File: src/rtl/dmem_arb_pkg.sv
// Shared types and constants for the data-memory arbiter between the MEM stage and the debug port.
package dmem_arb_pkg;

    typedef enum logic {
        CPU_PRI = 1'b0,
        DBG_PRI = 1'b1
    } arbState_e;

    typedef enum logic [1:0] {
        SEL_NONE = 2'b00,
        SEL_CPU  = 2'b01,
        SEL_DBG  = 2'b10
    } portSel_e;

    localparam logic [2:0] FUNC3_WORD = 3'b010;
    localparam int         WAIT_W     = 4;
    localparam logic [WAIT_W-1:0] WAIT_SAT = 4'hF;

endpackage

File: src/rtl/dmem_arbiter_if.sv
// Bus bundle for the arbiter: CPU requester, debug requester and the shared memory side.
interface dmem_arbiter_if #(
    parameter int ADDR_W = 32,
    parameter int DATA_W = 32
);
    logic              cpuReq_I;
    logic              cpuWe_I;
    logic [ADDR_W-1:0] cpuAddr_I;
    logic [DATA_W-1:0] cpuWrData_I;
    logic [2:0]        cpuFunc3_I;
    logic              cpuGnt_O;
    logic              cpuStall_O;
    logic [DATA_W-1:0] cpuRdData_O;
    logic              cpuRdValid_O;

    logic              dbgReq_I;
    logic              dbgWe_I;
    logic [ADDR_W-1:0] dbgAddr_I;
    logic [DATA_W-1:0] dbgWrData_I;
    logic              dbgGnt_O;
    logic [DATA_W-1:0] dbgRdData_O;
    logic              dbgRdValid_O;

    logic [ADDR_W-1:0] memAddr_O;
    logic [DATA_W-1:0] memWrData_O;
    logic [2:0]        memFunc3_O;
    logic              memWriteEn_O;
    logic              memReadEnable_O;
    logic [DATA_W-1:0] memRdData_I;

    modport slave (
        input  cpuReq_I, cpuWe_I, cpuAddr_I, cpuWrData_I, cpuFunc3_I,
        input  dbgReq_I, dbgWe_I, dbgAddr_I, dbgWrData_I, memRdData_I,
        output cpuGnt_O, cpuStall_O, cpuRdData_O, cpuRdValid_O,
        output dbgGnt_O, dbgRdData_O, dbgRdValid_O,
        output memAddr_O, memWrData_O, memFunc3_O, memWriteEn_O, memReadEnable_O
    );

    modport master (
        output cpuReq_I, cpuWe_I, cpuAddr_I, cpuWrData_I, cpuFunc3_I,
        output dbgReq_I, dbgWe_I, dbgAddr_I, dbgWrData_I, memRdData_I,
        input  cpuGnt_O, cpuStall_O, cpuRdData_O, cpuRdValid_O,
        input  dbgGnt_O, dbgRdData_O, dbgRdValid_O,
        input  memAddr_O, memWrData_O, memFunc3_O, memWriteEn_O, memReadEnable_O
    );
endinterface

File: src/rtl/dmem_arbiter.sv
// Cycle-by-cycle arbiter for the single-port data memory: CPU wins conflicts until the
// debug port has lost MAX_WAIT consecutive cycles, then debug wins once.
module dmem_arbiter
    import dmem_arb_pkg::*;
#(
    parameter int ADDR_W   = 32,
    parameter int DATA_W   = 32,
    parameter int MAX_WAIT = 4
) (
    input  logic          clk_I,
    input  logic          reset_I,
    dmem_arbiter_if.slave bus
);

    localparam logic [WAIT_W-1:0] WAIT_LAST = WAIT_W'(MAX_WAIT - 1);

    arbState_e         state_r;
    arbState_e         nextState_s;
    logic [WAIT_W-1:0] waitCnt_r;
    logic              cpuGnt_s;
    logic              dbgGnt_s;
    logic              dbgLose_s;
    portSel_e          sel_s;
    logic [DATA_W-1:0] cpuRdData_r;
    logic [DATA_W-1:0] dbgRdData_r;
    logic              cpuRdValid_r;
    logic              dbgRdValid_r;

    // Arbitration state register.
    always_ff @(posedge clk_I or negedge reset_I) begin
        if (!reset_I) begin
            state_r <= CPU_PRI;
        end else begin
            state_r <= nextState_s;
        end
    end

    // Next-state logic: debug gets priority for exactly one cycle after starving.
    always_comb begin
        nextState_s = state_r;
        case (state_r)
            CPU_PRI: begin
                if (dbgLose_s && (waitCnt_r == WAIT_LAST)) begin
                    nextState_s = DBG_PRI;
                end else begin
                    nextState_s = CPU_PRI;
                end
            end
            DBG_PRI: begin
                if (dbgGnt_s || !bus.dbgReq_I) begin
                    nextState_s = CPU_PRI;
                end else begin
                    nextState_s = DBG_PRI;
                end
            end
            default: nextState_s = CPU_PRI;
        endcase
    end

    // Grant decode; grants are held low for as long as reset is asserted.
    always_comb begin
        cpuGnt_s = 1'b0;
        dbgGnt_s = 1'b0;
        if (!reset_I) begin
            cpuGnt_s = 1'b0;
            dbgGnt_s = 1'b0;
        end else begin
            case (state_r)
                CPU_PRI: dbgGnt_s = bus.dbgReq_I & ~bus.cpuReq_I;
                DBG_PRI: dbgGnt_s = bus.dbgReq_I;
                default: dbgGnt_s = 1'b0;
            endcase
            cpuGnt_s = bus.cpuReq_I & ~dbgGnt_s;
        end
    end

    assign dbgLose_s = bus.dbgReq_I & ~dbgGnt_s;

    // Winner select shared by the memory mux and the read-return capture.
    always_comb begin
        sel_s = SEL_NONE;
        case ({cpuGnt_s, dbgGnt_s})
            2'b10:   sel_s = SEL_CPU;
            2'b01:   sel_s = SEL_DBG;
            default: sel_s = SEL_NONE;
        endcase
    end

    // Memory-side mux; everything reads as zero when nobody is granted.
    always_comb begin
        bus.memAddr_O       = {ADDR_W{1'b0}};
        bus.memWrData_O     = {DATA_W{1'b0}};
        bus.memFunc3_O      = 3'b000;
        bus.memWriteEn_O    = 1'b0;
        bus.memReadEnable_O = 1'b0;
        case (sel_s)
            SEL_CPU: begin
                bus.memAddr_O       = bus.cpuAddr_I;
                bus.memWrData_O     = bus.cpuWrData_I;
                bus.memFunc3_O      = bus.cpuFunc3_I;
                bus.memWriteEn_O    = bus.cpuWe_I;
                bus.memReadEnable_O = ~bus.cpuWe_I;
            end
            SEL_DBG: begin
                bus.memAddr_O       = bus.dbgAddr_I;
                bus.memWrData_O     = bus.dbgWrData_I;
                bus.memFunc3_O      = FUNC3_WORD;
                bus.memWriteEn_O    = bus.dbgWe_I;
                bus.memReadEnable_O = ~bus.dbgWe_I;
            end
            default: begin
                bus.memAddr_O       = {ADDR_W{1'b0}};
                bus.memWrData_O     = {DATA_W{1'b0}};
                bus.memFunc3_O      = 3'b000;
                bus.memWriteEn_O    = 1'b0;
                bus.memReadEnable_O = 1'b0;
            end
        endcase
    end

    // Starvation counter: clears whenever debug is served, idle, or priority falls back.
    always_ff @(posedge clk_I or negedge reset_I) begin
        if (!reset_I) begin
            waitCnt_r <= {WAIT_W{1'b0}};
        end else if (dbgGnt_s || !bus.dbgReq_I ||
                     ((state_r == DBG_PRI) && (nextState_s == CPU_PRI))) begin
            waitCnt_r <= {WAIT_W{1'b0}};
        end else if (dbgLose_s && (waitCnt_r != WAIT_SAT)) begin
            waitCnt_r <= waitCnt_r + 4'd1;
        end else begin
            waitCnt_r <= waitCnt_r;
        end
    end

    // Read return: capture on the winner's read grant, pulse valid the next cycle.
    always_ff @(posedge clk_I or negedge reset_I) begin
        if (!reset_I) begin
            cpuRdData_r  <= {DATA_W{1'b0}};
            dbgRdData_r  <= {DATA_W{1'b0}};
            cpuRdValid_r <= 1'b0;
            dbgRdValid_r <= 1'b0;
        end else begin
            cpuRdValid_r <= (sel_s == SEL_CPU) && !bus.cpuWe_I;
            dbgRdValid_r <= (sel_s == SEL_DBG) && !bus.dbgWe_I;
            if ((sel_s == SEL_CPU) && !bus.cpuWe_I) begin
                cpuRdData_r <= bus.memRdData_I;
            end else begin
                cpuRdData_r <= cpuRdData_r;
            end
            if ((sel_s == SEL_DBG) && !bus.dbgWe_I) begin
                dbgRdData_r <= bus.memRdData_I;
            end else begin
                dbgRdData_r <= dbgRdData_r;
            end
        end
    end

    assign bus.cpuGnt_O     = cpuGnt_s;
    assign bus.dbgGnt_O     = dbgGnt_s;
    assign bus.cpuStall_O   = bus.cpuReq_I & ~cpuGnt_s;
    assign bus.cpuRdData_O  = cpuRdData_r;
    assign bus.dbgRdData_O  = dbgRdData_r;
    assign bus.cpuRdValid_O = cpuRdValid_r;
    assign bus.dbgRdValid_O = dbgRdValid_r;

endmodule

File: src/flat_wrapper.sv
// flat-port wrapper written by rule: the top's interface ports become plain ports
module dmem_arbiter_flat import dmem_arb_pkg::*;
#(
    parameter int ADDR_W   = 32,
    parameter int DATA_W   = 32,
    parameter int MAX_WAIT = 4
)
  (clk_I, reset_I, bus_cpuReq_I, bus_cpuWe_I, bus_cpuAddr_I, bus_cpuWrData_I, bus_cpuFunc3_I, bus_dbgReq_I, bus_dbgWe_I, bus_dbgAddr_I, bus_dbgWrData_I, bus_memRdData_I, bus_cpuGnt_O, bus_cpuStall_O, bus_cpuRdData_O, bus_cpuRdValid_O, bus_dbgGnt_O, bus_dbgRdData_O, bus_dbgRdValid_O, bus_memAddr_O, bus_memWrData_O, bus_memFunc3_O, bus_memWriteEn_O, bus_memReadEnable_O);
  dmem_arbiter_if #(.ADDR_W(ADDR_W), .DATA_W(DATA_W)) bus_i ();
  input  logic clk_I;
  input  logic reset_I;
  input wire logic [$bits(bus_i.cpuReq_I)-1:0] bus_cpuReq_I;
  input wire logic [$bits(bus_i.cpuWe_I)-1:0] bus_cpuWe_I;
  input wire logic [$bits(bus_i.cpuAddr_I)-1:0] bus_cpuAddr_I;
  input wire logic [$bits(bus_i.cpuWrData_I)-1:0] bus_cpuWrData_I;
  input wire logic [$bits(bus_i.cpuFunc3_I)-1:0] bus_cpuFunc3_I;
  input wire logic [$bits(bus_i.dbgReq_I)-1:0] bus_dbgReq_I;
  input wire logic [$bits(bus_i.dbgWe_I)-1:0] bus_dbgWe_I;
  input wire logic [$bits(bus_i.dbgAddr_I)-1:0] bus_dbgAddr_I;
  input wire logic [$bits(bus_i.dbgWrData_I)-1:0] bus_dbgWrData_I;
  input wire logic [$bits(bus_i.memRdData_I)-1:0] bus_memRdData_I;
  output wire logic [$bits(bus_i.cpuGnt_O)-1:0] bus_cpuGnt_O;
  output wire logic [$bits(bus_i.cpuStall_O)-1:0] bus_cpuStall_O;
  output wire logic [$bits(bus_i.cpuRdData_O)-1:0] bus_cpuRdData_O;
  output wire logic [$bits(bus_i.cpuRdValid_O)-1:0] bus_cpuRdValid_O;
  output wire logic [$bits(bus_i.dbgGnt_O)-1:0] bus_dbgGnt_O;
  output wire logic [$bits(bus_i.dbgRdData_O)-1:0] bus_dbgRdData_O;
  output wire logic [$bits(bus_i.dbgRdValid_O)-1:0] bus_dbgRdValid_O;
  output wire logic [$bits(bus_i.memAddr_O)-1:0] bus_memAddr_O;
  output wire logic [$bits(bus_i.memWrData_O)-1:0] bus_memWrData_O;
  output wire logic [$bits(bus_i.memFunc3_O)-1:0] bus_memFunc3_O;
  output wire logic [$bits(bus_i.memWriteEn_O)-1:0] bus_memWriteEn_O;
  output wire logic [$bits(bus_i.memReadEnable_O)-1:0] bus_memReadEnable_O;
  assign bus_i.cpuReq_I = bus_cpuReq_I;
  assign bus_i.cpuWe_I = bus_cpuWe_I;
  assign bus_i.cpuAddr_I = bus_cpuAddr_I;
  assign bus_i.cpuWrData_I = bus_cpuWrData_I;
  assign bus_i.cpuFunc3_I = bus_cpuFunc3_I;
  assign bus_i.dbgReq_I = bus_dbgReq_I;
  assign bus_i.dbgWe_I = bus_dbgWe_I;
  assign bus_i.dbgAddr_I = bus_dbgAddr_I;
  assign bus_i.dbgWrData_I = bus_dbgWrData_I;
  assign bus_i.memRdData_I = bus_memRdData_I;
  assign bus_cpuGnt_O = bus_i.cpuGnt_O;
  assign bus_cpuStall_O = bus_i.cpuStall_O;
  assign bus_cpuRdData_O = bus_i.cpuRdData_O;
  assign bus_cpuRdValid_O = bus_i.cpuRdValid_O;
  assign bus_dbgGnt_O = bus_i.dbgGnt_O;
  assign bus_dbgRdData_O = bus_i.dbgRdData_O;
  assign bus_dbgRdValid_O = bus_i.dbgRdValid_O;
  assign bus_memAddr_O = bus_i.memAddr_O;
  assign bus_memWrData_O = bus_i.memWrData_O;
  assign bus_memFunc3_O = bus_i.memFunc3_O;
  assign bus_memWriteEn_O = bus_i.memWriteEn_O;
  assign bus_memReadEnable_O = bus_i.memReadEnable_O;
  dmem_arbiter #(.ADDR_W(ADDR_W), .DATA_W(DATA_W), .MAX_WAIT(MAX_WAIT)) u_core (.clk_I(clk_I), .reset_I(reset_I), .bus(bus_i));
endmodule
File: config.mk
export PLATFORM = sky130hd
export DESIGN_NAME = dmem_arbiter_flat
export DESIGN_NICKNAME = d
export VERILOG_FILES = /design/src/rtl/dmem_arb_pkg.sv /design/src/rtl/dmem_arbiter_if.sv /design/src/rtl/dmem_arbiter.sv /design/src/flat_wrapper.sv
export SDC_FILE = /design/constraint.sdc
export NUM_CORES = 1
export LEC_CHECK = 0
export BUFFER_PORTS_ARGS = -buffer_cell sky130_fd_sc_hd__buf_2
export CAP_MARGIN = 10
export CORE_AREA = 3 3 118 120
export DETAILED_ROUTE_END_ITERATION = 8
export DIE_AREA = 0 0 121 123
export GPL_ROUTABILITY_DRIVEN = 1
export PLACE_DENSITY = 0.7
export SLEW_MARGIN = 10
export SYNTH_ARGS = -nofsm -noshare
export SYNTH_HDL_FRONTEND = slang
export SYNTH_SLANG_ARGS = --single-unit
File: constraint.sdc
create_clock -name clk_I -period 4.5 [get_ports clk_I]
set_input_delay 0.675 -clock clk_I [delete_from_list [all_inputs] [get_ports clk_I]]
set_output_delay 0.675 -clock clk_I [all_outputs]
set_load 0.05 [all_outputs]
==> flow_summary_export.csv, run 1 <==
group,metric,value,unit
outcome,status,"complete, no violations",
cts,clkTransAtPathRegs,60,ps
placement,dp_hpwl,13.7,mm
synthesis,synth-edff-count,0,
power_and_ir_drop,p_per_area,465,nW/um2
synthesis,synth_flop_cell,"dfrtp_1",
detailed_routing,wl_met2,8.17,mm
grt,antenna_found_initial,3,
synthesis,synth-simple-area-share,0.240,
synthesis,synthTopCellsByArea,"dfrtp_1, nand2_1, a22o_1, buf_2, buf_4",
detailed_routing,detail_route.first_pass.iterations,4,
detailed_routing,drt-met1-wl,7.15,mm
worst_setup_path,crit_chain,"buf_4 -> a21boi_0 -> nand2_1 -> inv_1 -> ha_1 -> nor2b_4 -> buf_4 -> a22o_1 -> buf_2",
power_and_ir_drop,p_leak,3.32,nW
synthesis,synth_seq_cells,71,
cts,clock_sinks,71,
hold_path,hold_depth,2,
timing,grt_setup_unrepaired,"no",
worst_setup_path,critical_path_buf_inv_count,4,
grt,grt_max_degree,73,
power_and_ir_drop,vdd_drop_max,0.288,mV
detailed_routing,maxUsedRoutingLayer,"met5",
timing,post-route-min-period,3580,ps
timing,hold_viol,0,
worst_setup_path,cpMaxStageDelayCell,"buf_4",
timing,maxSlewHeadroom,0.409,
floorplanning,rows,42,
worst_setup_path,end_kind,"output port",
synthesis,synth_xor_area_frac,0.00253,
detailed_routing,drc,0,
synthesis,seq_area_frac_synth,0.512,
floorplanning,die_h,123,um
worst_setup_path,critPathMaxStageDelay,550,ps
synthesis,synthMuxAreaShare,0.00289,
worst_setup_path,path_class,"in -> out",
hold_path,min_path_type,"reg -> reg",
floorplanning,core_area,13100,um2
detailed_routing,wire_per_inst,19.5,um
cells_and_area,areaGrowthSynthToFinish,56.6,%
timing,setup_tns,0,ps
cells_and_area,layout.nets,859,
grt,grt_pass1_vias,3697,
worst_setup_path,start_kind,"primary input",
cts,ctsResizeCount,0,
synthesis,synth-compound-area-share,0.176,
cells_and_area,fill_cells,1370,
floorplanning,ioPinCount,307,
worst_setup_path,cp.depth,9,
worst_setup_path,cpMostUsedCell,"buf_4",
synthesis,syn_inst,394,
synthesis,ys_warn_count,0,
cts,cts_root_buf,"clkbuf_16",
cts,cts-htree-levels,3,
power_and_ir_drop,power.total,2.52,mW
synthesis,async_reset_ff_frac,1.00,
synthesis,synth_nets,566,
detailed_routing,finalWirelength,17.0,mm
synthesis,ys_types,24,
floorplanning,die_w,121,um
worst_setup_path,rr_worst_depth,8,
cells_and_area,drive_gt1_frac,0.480,
worst_setup_path,critPathMaxFanout,66,
floorplanning,die_area,14900,um2
cts,clock_latency,320,ps
synthesis,synth_largest_area_cell,"dfrtp_1",
detailed_routing,via_count,4022,
cts,cts_tree,"done",
detailed_routing,antenna_left,0,
floorplanning,initial_core_util,0.265,
cts,cts_setup_buffers,0,
detailed_routing,via_per_inst,4.61,
cts,numCtsBuffers,9,
placement,place.gp.congestion,0.980,
job,cap_viol_max_count,0,
worst_setup_path,cp_top_family,"buffers and inverters",
worst_setup_path,arrival,2910,ps
timing,final.period_utilization,0.796,
cts,clockBufferDepth,2,
grt,grt_use_total,0.216,
synthesis,netlist_area,3470,um2
synthesis,synth_top_family_by_area,"simple AND/OR/NAND/NOR gates",
worst_setup_path,required,3830,ps
placement,io_buffer_count,306,
synthesis,synth_area_per_cell,8.80,um2
grt,grt_pass1_wl,23.8,mm
synthesis,synthAdderAreaFrac,0.0108,
cts,ctsHoldBuffers,0,
detailed_routing,wl_met3,1.57,mm
timing,worst_pin_slew,886,ps
timing,fmax,279,MHz
synthesis,yosysTopAreaCellShare,0.512,
detailed_routing,drt_iter0_drc,281,
grt,grt-ovfl-total,0,
timing,finalSetupViolCount,0,
timing,drv_slew,0,
timing,finClkSkew,11.8,ps
power breakdown:
part | switching [mW] | internal, mW | total, mW
clock | 0.267 | 0.486 | 0.753
sequential | 0.0640 | 0.760 | 0.824
combinational | 0.730 | 0.217 | 0.947
kinds of logic after synthesis:
kind of cell,Yosys count
compound gates,71
xor+xnor,1
fa+ha+maj,3
buf+inv,33
flops,71
mux,1
simple gates,214
worst paths after layout:
kind	end	startpoint	slack, ps
max reg2reg	u_core.bus.dbgRdData_O[27]	u_core.state_r	2020
min	u_core.bus.cpuRdData_O[2]	u_core.bus.cpuRdData_O[2]	470
min in group asynchronous	u_core.bus.cpuRdData_O[29]	reset_I	600
min reg2reg	u_core.bus.cpuRdData_O[2]	u_core.bus.cpuRdData_O[2]	470
max in group asynchronous	u_core.bus.dbgRdData_O[18]	reset_I	3330
max	bus_memWrData_O[28]	reset_I	920
synth_stat cells (3+ instances only):
master    number
buf_6          3
nor2b_1        3
nand2b_1       3
buf_4          5
nand3_1        3
dfrtp_1       71
a22o_1        65
nand2_1      194
nor2_1         6
buf_2         20
ha_1           3
layout make-up:
type,instances,area [um2],area share
sequential,71,1780,0.327
timing repair buffer,311,1570,0.289
multi-input combinational,290,1520,0.279
clock buffer,9,225,0.0415
tap,176,220,0.0406
clock inverter,7,95.1,0.0175
inverter,4,15.0,0.00277
antenna,4,10.0,0.00184
placed cells by master, fill, tap and decap left out, types with 3 or more instances in the layout:
master     count
buf_2        305
nand2_1      194
dfrtp_1       71
a22o_1        65
clkbuf_16      9
nor2_1         6
buf_4          6
diode_2        4
nand2b_1       3
nand3_1        3
ha_1           3
flip-flops by register name (all words and copies together) (netlist names):
name                     count
u_core.waitCnt_r             4
u_core.bus.dbgRdValid_O      1
u_core.bus.cpuRdData_O      32
u_core.bus.cpuRdValid_O      1
u_core.bus.dbgRdData_O      32
u_core.state_r               1
layer usage:
layer	global-route usage	vias to the layer above
met3	0.0608	18
met2	0.349	193
met4	0.0411	6
met5	0	-
li1	-	1903
met1	0.292	1902
worst min-delay path: cells and delay by family, from the launching register on:
family | cells | cell delay, ps
simple gates | 2 | 100
flops | 1 | 340
metrics by stage:
| stage | hold slack (ps) | utilization | instances | cell area [um2] | setup slack, ps |
|---|---|---|---|---|---|
| 2_1_floorplan | 379 | - | 394 | 3470 | 1130 |
| 3_3_place_gp | 453 | 0.390 | 852 | 5100 | 1030 |
| 3_5_place_dp | 457 | 0.390 | 852 | 5100 | 962 |
| 4_1_cts | 473 | 0.414 | 868 | 5420 | 954 |
| 5_1_grt | 486 | 0.414 | 868 | 5420 | 712 |
| 6_report | 468 | 0.415 | 872 | 5430 | 919 |
Power figures use the tool's default switching activity.
==> inputs of run 2 (changes only) <==
ABC_AREA = 1   (was unset)
PLACE_DENSITY = 0.73   (was 0.7)
clock period = 3.4 ns   (was 4.5 ns; I/O delays follow)
==> flow_summary_export.csv, run 2 <==
group,metric,value,unit
outcome,status,"complete, no violations",
worst_setup_path,path_class,"reg -> out",
cts,cts_setup_buffers,0,
detailed_routing,antenna_left,0,
floorplanning,initial_core_util,0.295,
hold_path,hold_end,"u_core.bus.cpuRdData_O[10]",
floorplanning,core_area,13100,um2
cts,clkTransAtPathRegs,60,ps
worst_setup_path,crit_chain,"inv_1 -> nand2_1 -> nand3_1 -> inv_1 -> ha_2 -> buf_12 -> nand2_1 -> a21oi_1 -> buf_2",
floorplanning,die_w,121,um
synthesis,netlist_area,3870,um2
power_and_ir_drop,p_sw_frac,0.402,
worst_setup_path,arrival,2350,ps
worst_setup_path,critPathMaxFanout,33,
timing,grt_setup_unrepaired,"no",
synthesis,seq_area_frac_synth,0.460,
hold_path,min_path_type,"in -> reg",
power_and_ir_drop,p_clk_frac,0.323,
hold_path,min_from,"bus_memRdData_I[10]",
cells_and_area,drive_gt1_frac,0.429,
worst_setup_path,rrSetupSlack,1210,ps
cts,ctsResizeCount,0,
cts,cts-htree-levels,3,
detailed_routing,drc,0,
timing,post-route-min-period,2860,ps
worst_setup_path,r2r_start,"u_core.state_r",
synthesis,syn_inst,519,
cts,clock_latency,330,ps
timing,final.period_utilization,0.842,
timing,maxSlewHeadroom,0.407,
synthesis,synth_area_per_cell,7.45,um2
power_and_ir_drop,seq_power_share,0.309,
synthesis,yosysTopAreaCellShare,0.460,
synthesis,ys_warn_count,0,
floorplanning,die_area,14900,um2
worst_setup_path,cpMaxStageDelayCell,"ha_2",
timing,finClkSkew,6.61,ps
worst_setup_path,r2r_end,"u_core.bus.cpuRdData_O[20]",
cells_and_area,final_common_cell,"buf_2",
floorplanning,rows,42,
detailed_routing,detail_route.first_pass.iterations,7,
worst_setup_path,required,2890,ps
cts,cts_tree,"done",
power_and_ir_drop,internal-power,2.12,mW
detailed_routing,finalWirelength,13.9,mm
cells_and_area,fill_cells,1340,
power_and_ir_drop,combPwrFrac,0.368,
grt,grt-ovfl-total,0,
cells_and_area,antenna_cells,0,
worst_setup_path,start_kind,"register",
cts,cts_root_buf,"clkbuf_16",
cts,numCtsBuffers,9,
grt,grt_max_degree,73,
grt,antenna_found_initial,0,
timing,finalSetupViolCount,0,
cells_and_area,seqCellArea,1780,um2
synthesis,synth_nets,691,
grt,grt_use_total,0.169,
cells_and_area,areaGrowthSynthToFinish,51.4,%
synthesis,synth-edff-count,0,
worst_setup_path,end_kind,"output port",
synthesis,synth_most_common_cell,"nand2_1",
placement,place_area,5480,um2
synthesis,ys_types,18,
cells_and_area,final_cell_mix,"buf_2, nand2_1, dfrtp_1",
grt,grt_pass1_vias,3733,
detailed_routing,via_count,4369,
cts,clock_sinks,71,
detailed_routing,via_per_inst,4.42,
placement,io_buffer_count,306,
synthesis,synthTopCellsByArea,"dfrtp_1, nand2_1, a21oi_1, inv_1, o21ai_1",
worst_setup_path,rr_worst_depth,10,
placement,place.gp.congestion,0.817,
worst_setup_path,critical_path_buf_inv_count,4,
worst_setup_path,critPathMaxStageDelay,430,ps
timing,fmax,349,MHz
synthesis,synth_commonest_cells,"nand2_1, dfrtp_1, a21oi_1",
hold_path,hold_depth,3,
placement,dp_hpwl,10.8,mm
detailed_routing,wire_per_inst,14.1,um
worst_setup_path,timing.critical_path.from,"u_core.state_r",
synthesis,synth_seq_cells,71,
worst_setup_path,cp_top_family,"buffers and inverters",
grt,grt_pass1_wl,19.7,mm
detailed_routing,drt_iter0_drc,361,
synthesis,async_reset_ff_frac,1.00,
cells_and_area,fin_area,5850,um2
power_and_ir_drop,p_sw,1.42,mW
cells_and_area,layout.nets,979,
cts,ctsHoldBuffers,0,
synthesis,synth_largest_area_cell,"dfrtp_1",
timing,hold_viol,0,
job,cap_viol_max_count,0,
floorplanning,die_h,123,um
timing,setup_tns,0,ps
power_and_ir_drop,p_leak,3.28,nW
power_and_ir_drop,p_per_area,604,nW/um2
cells_and_area,multiInputGateArea,1640,um2
timing,worst_pin_slew,890,ps
power_and_ir_drop,vdd_drop_max,0.358,mV
synthesis,synth_flop_cell,"dfrtp_1",
cts,clockBufferDepth,2,
floorplanning,ioPinCount,307,
timing,drv_slew,0,
-- run 2: cell types whose count changed in the layout (fill, tap and decap cells not counted), moves of 3 or more --
cell / delta
nand3_1: +3
a21oi_1: +64
diode_2: -4
nand2_1: +16
a22o_1: -65
o21ai_1: +30
inv_1: +45
nand2b_1: -3
o21ai_2: +14
o21ai_0: +22
buf_12: +6
-- run 2: cells by family after synthesis --
| kind of cell | Yosys count | share of synthesized area |
|---|---|---|
| fa+ha+maj | 3 | 0.00971 |
| compound gates | 134 | 0.188 |
| buf+inv | 84 | 0.119 |
| flops | 71 | 0.460 |
| simple gates | 227 | 0.224 |
-- run 2: through the flow --
step | utilization | instances | hold slack (ps) | setup WS, ps | power (mW)
final | 0.447 | 988 | 434 | 537 | 3.54
after global routing | 0.447 | 988 | 450 | 390 | 3.70
after CTS | 0.447 | 988 | 423 | 568 | 3.57
after detailed placement | 0.419 | 972 | 462 | 702 | 2.42
after global placement | 0.419 | 972 | 459 | 698 | 2.40
after floorplan | - | 519 | 214 | 167 | 2.03
-- run 2: area by class of cell --
class                           count  area share
Clock buffer                        9      0.0385
Multi-Input combinational cell    364       0.280
Tap cell                          176      0.0376
Inverter                           47      0.0301
Sequential cell                    71       0.303
Timing Repair Buffer              314       0.286
Clock inverter                      7      0.0248
-- run 2: tightest hold or removal path, cell delays in order --
cell	delay (ps)
buf_2	100
inv_1	50
o21ai_1	60
-- run 2: worst max-delay path by stage --
stage                     slack (ps)  depth (start not counted)                   to
after floorplan                  170                          9     bus_memWriteEn_O
after global placement           700                          9  bus_memWrData_O[27]
after global routing             390                          9  bus_memWrData_O[27]
final                            540                          9  bus_memWrData_O[27]
after detailed placement         700                          9  bus_memWrData_O[27]
after CTS                        570                         10  bus_memWrData_O[31]
-- run 2: power by group through the flow --
stage                     clock network [mW]  registers, mW  logic, mW
final                                   1.14           1.09       1.30
after global routing                    1.20           1.11       1.38
after CTS                               1.16           1.09       1.31
after detailed placement                   0           1.11       1.31
after global placement                     0           1.10       1.30
after floorplan                            0           1.69      0.347
-- run 2: per-layer routing --
metal / part of all wire / global-route usage / wire [um]
met1: 0.43 / 0.229 / 5960
met2: 0.48 / 0.270 / 6690
met3: 0.084 / 0.0462 / 1170
met4: 0.0079 / 0.0382 / 110
met5: 0 / 0 / 0
